### config.mk
export PLATFORM = sky130hd
export DESIGN_NAME = mem_responder
export DESIGN_NICKNAME = d
export VERILOG_FILES = /design/src/rtl/proc_pkg.sv /design/src/rtl/mem_array.sv /design/src/rtl/mem_responder.sv
export SDC_FILE = /design/constraint.sdc
export NUM_CORES = 1
export LEC_CHECK = 0
export ABC_AREA = 1
export CAP_MARGIN = 20
export CORE_UTILIZATION = 25
export CTS_BUF_LIST = sky130_fd_sc_hd__clkbuf_2 sky130_fd_sc_hd__clkbuf_4 sky130_fd_sc_hd__clkbuf_8
export CTS_CLUSTER_DIAMETER = 100
export CTS_CLUSTER_SIZE = 12
export DETAILED_ROUTE_END_ITERATION = 8
export PLACE_DENSITY = 0.44
export SLEW_MARGIN = 20
export SYNTH_ARGS = -nofsm -noshare
export SYNTH_HDL_FRONTEND = slang
export SYNTH_SLANG_ARGS = --single-unit
### constraint.sdc
create_clock -name clock -period 4.72 [get_ports clock]
set_input_delay 0.944 -clock clock [delete_from_list [all_inputs] [get_ports clock]]
set_output_delay 0.944 -clock clock [all_outputs]
set_load 0.02 [all_outputs]
### src/rtl/proc_pkg.sv
// Shared processor-side types and default widths for the control unit, ALU and memory responder.
package proc_pkg;

    localparam int PROC_DATA_W = 8;
    localparam int PROC_ADDR_W = 4;

    typedef enum logic [1:0] {
        IDLE = 2'd0,
        WAIT = 2'd1,
        RESP = 2'd2
    } state_t;

endpackage

### src/rtl/mem_array.sv
// Register-file store: synchronous clear on reset, one write port, one registered read port.
module mem_array #(
    parameter int DATA_W = 8,
    parameter int ADDR_W = 4
) (
    input  logic              clock,
    input  logic              reset,
    input  logic              we_i,
    input  logic [ADDR_W-1:0] waddr_i,
    input  logic [DATA_W-1:0] wdata_i,
    input  logic              re_i,
    input  logic [ADDR_W-1:0] raddr_i,
    output logic [DATA_W-1:0] rdata_o
);

    localparam int DEPTH = 2 ** ADDR_W;

    logic [DATA_W-1:0] mem_q [DEPTH];
    logic [DATA_W-1:0] rdata_q;

    always_ff @(posedge clock) begin
        if (reset) begin
            for (int i = 0; i < DEPTH; i++) begin
                mem_q[i] <= '0;
            end
            rdata_q <= '0;
        end else begin
            if (we_i) begin
                mem_q[waddr_i] <= wdata_i;
            end
            // Only updated on a read capture so the response holds between transactions.
            if (re_i) begin
                rdata_q <= mem_q[raddr_i];
            end
        end
    end

    assign rdata_o = rdata_q;

endmodule

### src/rtl/mem_responder.sv
// Memory responder: valid/ready request, programmable read latency, held response.
// Optional write acknowledge enabled by defining MEM_RESPONDER_WRITE_ACK_EN.
module mem_responder
    import proc_pkg::*;
#(
    parameter int DATA_W   = PROC_DATA_W,
    parameter int ADDR_W   = PROC_ADDR_W,
    parameter int READ_LAT = 1
) (
    input  logic              clock,
    input  logic              reset,
    input  logic              req_valid,
    output logic              req_ready,
    input  logic              req_we,
    input  logic [ADDR_W-1:0] req_addr,
    input  logic [DATA_W-1:0] req_wdata,
    output logic              rsp_valid,
    input  logic              rsp_ready,
    output logic [DATA_W-1:0] rsp_rdata,
    output logic              busy
);

    state_t            state_q, state_d;
    logic [3:0]        cnt_q, cnt_d;
    logic [ADDR_W-1:0] addr_q, addr_d;
    logic              mem_we, mem_re;
    logic [ADDR_W-1:0] mem_raddr;
    logic [DATA_W-1:0] mem_rdata;
`ifdef MEM_RESPONDER_WRITE_ACK_EN
    logic              ack_sel_q, ack_sel_d;
    logic [DATA_W-1:0] wack_q, wack_d;
`endif

    mem_array #(.DATA_W(DATA_W), .ADDR_W(ADDR_W)) u_mem (
        .clock   (clock),
        .reset   (reset),
        .we_i    (mem_we),
        .waddr_i (req_addr),
        .wdata_i (req_wdata),
        .re_i    (mem_re),
        .raddr_i (mem_raddr),
        .rdata_o (mem_rdata)
    );

    always_ff @(posedge clock) begin
        if (reset) begin
            state_q   <= IDLE;
            cnt_q     <= '0;
            addr_q    <= '0;
`ifdef MEM_RESPONDER_WRITE_ACK_EN
            ack_sel_q <= 1'b0;
            wack_q    <= '0;
`endif
        end else begin
            state_q   <= state_d;
            cnt_q     <= cnt_d;
            addr_q    <= addr_d;
`ifdef MEM_RESPONDER_WRITE_ACK_EN
            ack_sel_q <= ack_sel_d;
            wack_q    <= wack_d;
`endif
        end
    end

    always_comb begin
        state_d   = state_q;
        cnt_d     = cnt_q;
        addr_d    = addr_q;
        mem_we    = 1'b0;
        mem_re    = 1'b0;
        mem_raddr = addr_q;
`ifdef MEM_RESPONDER_WRITE_ACK_EN
        ack_sel_d = ack_sel_q;
        wack_d    = wack_q;
`endif
        case (state_q)
            IDLE: begin
                if (req_valid) begin
                    addr_d = req_addr;
                    if (req_we) begin
                        mem_we = 1'b1;
`ifdef MEM_RESPONDER_WRITE_ACK_EN
                        ack_sel_d = 1'b1;
                        wack_d    = req_wdata;
                        state_d   = RESP;
`endif
                    end else begin
`ifdef MEM_RESPONDER_WRITE_ACK_EN
                        ack_sel_d = 1'b0;
`endif
                        cnt_d = 4'(READ_LAT - 1);
                        if (READ_LAT == 1) begin
                            mem_re    = 1'b1;
                            mem_raddr = req_addr;
                            state_d   = RESP;
                        end else begin
                            state_d = WAIT;
                        end
                    end
                end
            end
            WAIT: begin
                cnt_d = cnt_q - 4'd1;
                if (cnt_q == 4'd1) begin
                    mem_re  = 1'b1;
                    state_d = RESP;
                end
            end
            RESP: begin
                if (rsp_ready) begin
                    state_d = IDLE;
                end
            end
            default: state_d = IDLE;
        endcase
    end

    always_comb begin
        req_ready = (state_q == IDLE);
        rsp_valid = (state_q == RESP);
        busy      = (state_q != IDLE);
`ifdef MEM_RESPONDER_WRITE_ACK_EN
        rsp_rdata = ack_sel_q ? wack_q : mem_rdata;
`else
        rsp_rdata = mem_rdata;
`endif
    end

endmodule

==> flow_summary.yaml <==
yosys:
  yosys.area_share.simple_pct: 31.1
  avgSynthCellArea_sq_um: 9.23
  yosysMostFrequentCell: "nand2_1"
  async_reset_ff_share_pct: 0
  synth_common_cells: "nand2_1, nor2_1, nand3_1"
  yosys-mux-area-fraction_pct: 0
  synth.cell_area_sq_mm: 0.00683
  synth_compound_area_share_pct: 1.87
  synth_top_area_share_pct: 56.3
  synth_ff_type: "edfxtp_1"
  synth_xor_xnor_area_share_pct: 0
  synth_fa_ha_area_share_pct: 0
  synth_area_leaders: "edfxtp_1, nand3_1, nand2_1"
  synth_area_leader_cell: "edfxtp_1"
  synth-edff-count: 128
  synth_cells: 740
  yosys_warnings: 0
  syn_nets: 757
  synth_top_family_by_area: "simple AND/OR/NAND/NOR gates"
  ys_ff_latch: 141
  yosysSeqAreaShare_pct: 60.1
  ys_types: 25
clocking:
  cts_tree: "yes"
  clk_pin_slew_ps: 80
  cts_buffers: 17
  cts_resized: 0
  hold_buffers: 0
  clk-insertion-delay-late_ps: 450
  cts_setup_buffers: 0
  clockBufferDepth: 2
  root_buffer: "clkbuf_8"
  cts.sinks: 141
  h-tree-depth: 4
cells_and_area:
  antenna_cells: 0
  fillers: 2921
  drive_gt1_share_pct: 9.17
  syn_to_final_growth_pct: 13.6
  final_nets: 767
route:
  final_antenna_net_count: 0
  drtIter0Drc: 433
  route.detailed.drc: 0
  wire_per_inst_microns: 17.3
  dr.pass1.iters: 5
  vias_per_cell: 4.50
  vias: 4965
  totalWireLength_mm: 19.1
power:
  power_switching_share_pct: 27.7
  p_seq_share_pct: 51.8
  peakVddDrop_uv: 153
  leakagePower_uw: 0.00320
  power.density_mw_per_mm2: 353
  p_int_uw: 1980
  power_switching_uw: 757
  combPwrFrac_pct: 12.9
  pwr-share-clk_pct: 35.3
floorplanning:
  dieArea_sq_mm: 0.0280
  die_x_microns: 167
  die_h_microns: 167
  initial_core_util_pct: 25.4
  rows: 60
  core_sq_mm: 0.0269
  boundaryPins: 28
place:
  gp_congestion: 0.763
  place_ws_ps: 1170
  place_hpwl_mm: 12.0
  port_buffers: 27
timing:
  tns_ps: 0
  period_share_pct: 66.0
  setup_viol: 0
  setup_slack_ps: 1610
  min_period_ps: 3110
  drv_slew: 0
  finalHoldViolCount: 0
  max-slew-margin-rel_pct: 43.5
  clock_skew_ps: 11.6
  clock.fmax_ghz: 0.321
  grt_setup_unrepaired: "false"
  tightestPinTransition_ps: 846
global_routing:
  grt_pass1_vias: 4848
  grt_antenna_before_repair: 0
  grt_pass1_wl_mm: 29.2
  grtUsageTotal_pct: 14.0
  gr-total-overflow: 0
  grt_max_degree: 65
min_path:
  hp-class: "register to register"
setup_path:
  worstPathArrival_ps: 3230
  cp.required_ps: 4840
  path_max_fanout: 10
  worstSetupPathType: "input pin to register"
  end_kind: "register"
  critPathLaunchType: "input pin"
job:
  drv_cap: 0
run_status:
  status: "finished, final reports clean"
worst max-delay path, cell delays in order:
cell and delay (ps):
clkdlybuf4s50_1 530, inv_2 60, nor2_4 180, nand3_1 340, nor3_4 550, nand2_2 270
nand2_1 350
layout by cell type, fill, tap and decap left out, drive strengths merged, types with 2 or more instances in the layout:
| master | instances |
|---|---|
| a21oi | 4 |
| edfxtp | 128 |
| clkdlybuf4s50 | 27 |
| o21a | 8 |
| o21ai | 5 |
| nor2 | 133 |
| nor3 | 4 |
| nand3b | 24 |
| nand3 | 131 |
| nand2 | 175 |
| buf | 5 |
| clkinv | 10 |
| inv | 72 |
| bufinv | 2 |
| dfxtp | 13 |
| clkbuf | 18 |
through the flow:
step	instances	power, uW	hold WS, ps	util [%]	cell area (sq um)
detailed placement	1072	1800	511	27.4	7370
floorplan	740	1670	469	-	6830
global route	1104	2840	562	28.9	7760
global placement	1072	1810	510	27.4	7370
finish	1104	2740	522	28.9	7760
CTS	1104	2760	523	28.9	7760
flip-flops by register name, summed over array words and instances, names as in the netlist:
register	cells
addr_q	4
state_q	1
u_mem.mem_q	128
u_mem.rdata_o	8
final timing paths:
| kind | start | endpoint | slack [ps] | cells after the start |
|---|---|---|---|---|
| worst max-delay path | req_valid | u_mem.mem_q[7][0]$_SDFFCE_PN0P_ | 1610 | 7 |
| worst min register to register | addr_q[0]$_SDFFE_PP0P_ | addr_q[0]$_SDFFE_PP0P_ | 520 | 2 |
| worst max register to register | state_q[1]$_SDFFE_PP0P_ | u_mem.mem_q[7][0]$_SDFFCE_PN0P_ | 2280 | 5 |
| worst min-delay path | addr_q[0]$_SDFFE_PP0P_ | addr_q[0]$_SDFFE_PP0P_ | 520 | 2 |
layout make-up:
type                    instances  area [sq um]  area share [%]
clock buffers                  18           241            3.11
clock inverters                14           145            1.87
inverters                      71           267            3.43
multi-input cells             487          2250            29.1
flip-flops and latches        141          4100            52.9
well taps                     341           427            5.50
repair buffers                 32           320            4.13
power groups by stage:
| stage | Sequential (uW) | Combinational [uW] | Clock (uW) |
|---|---|---|---|
| after floorplan | 1450 | 224 | 0 |
| after global placement | 1450 | 358 | 0 |
| after detailed placement | 1450 | 357 | 0 |
| after CTS | 1420 | 358 | 986 |
| after global routing | 1420 | 389 | 1030 |
| final | 1420 | 353 | 966 |
per-layer routing:
layer,vias to the layer above,part of all wire (%),track usage (%)
met1,2370,47,18.7
met4,0,1.4,4.75
li1,2462,-,-
met2,119,47,23.0
met5,-,0,0
met3,14,4.3,2.39
logic make-up after synthesis:
kind of cell | count (synthesis)
AO/OA/AOI/OAI | 18
flip-flops | 141
buffers and inverters | 112
AND/OR/NAND/NOR | 469
Note: power is estimated with default switching activity, not from simulation.
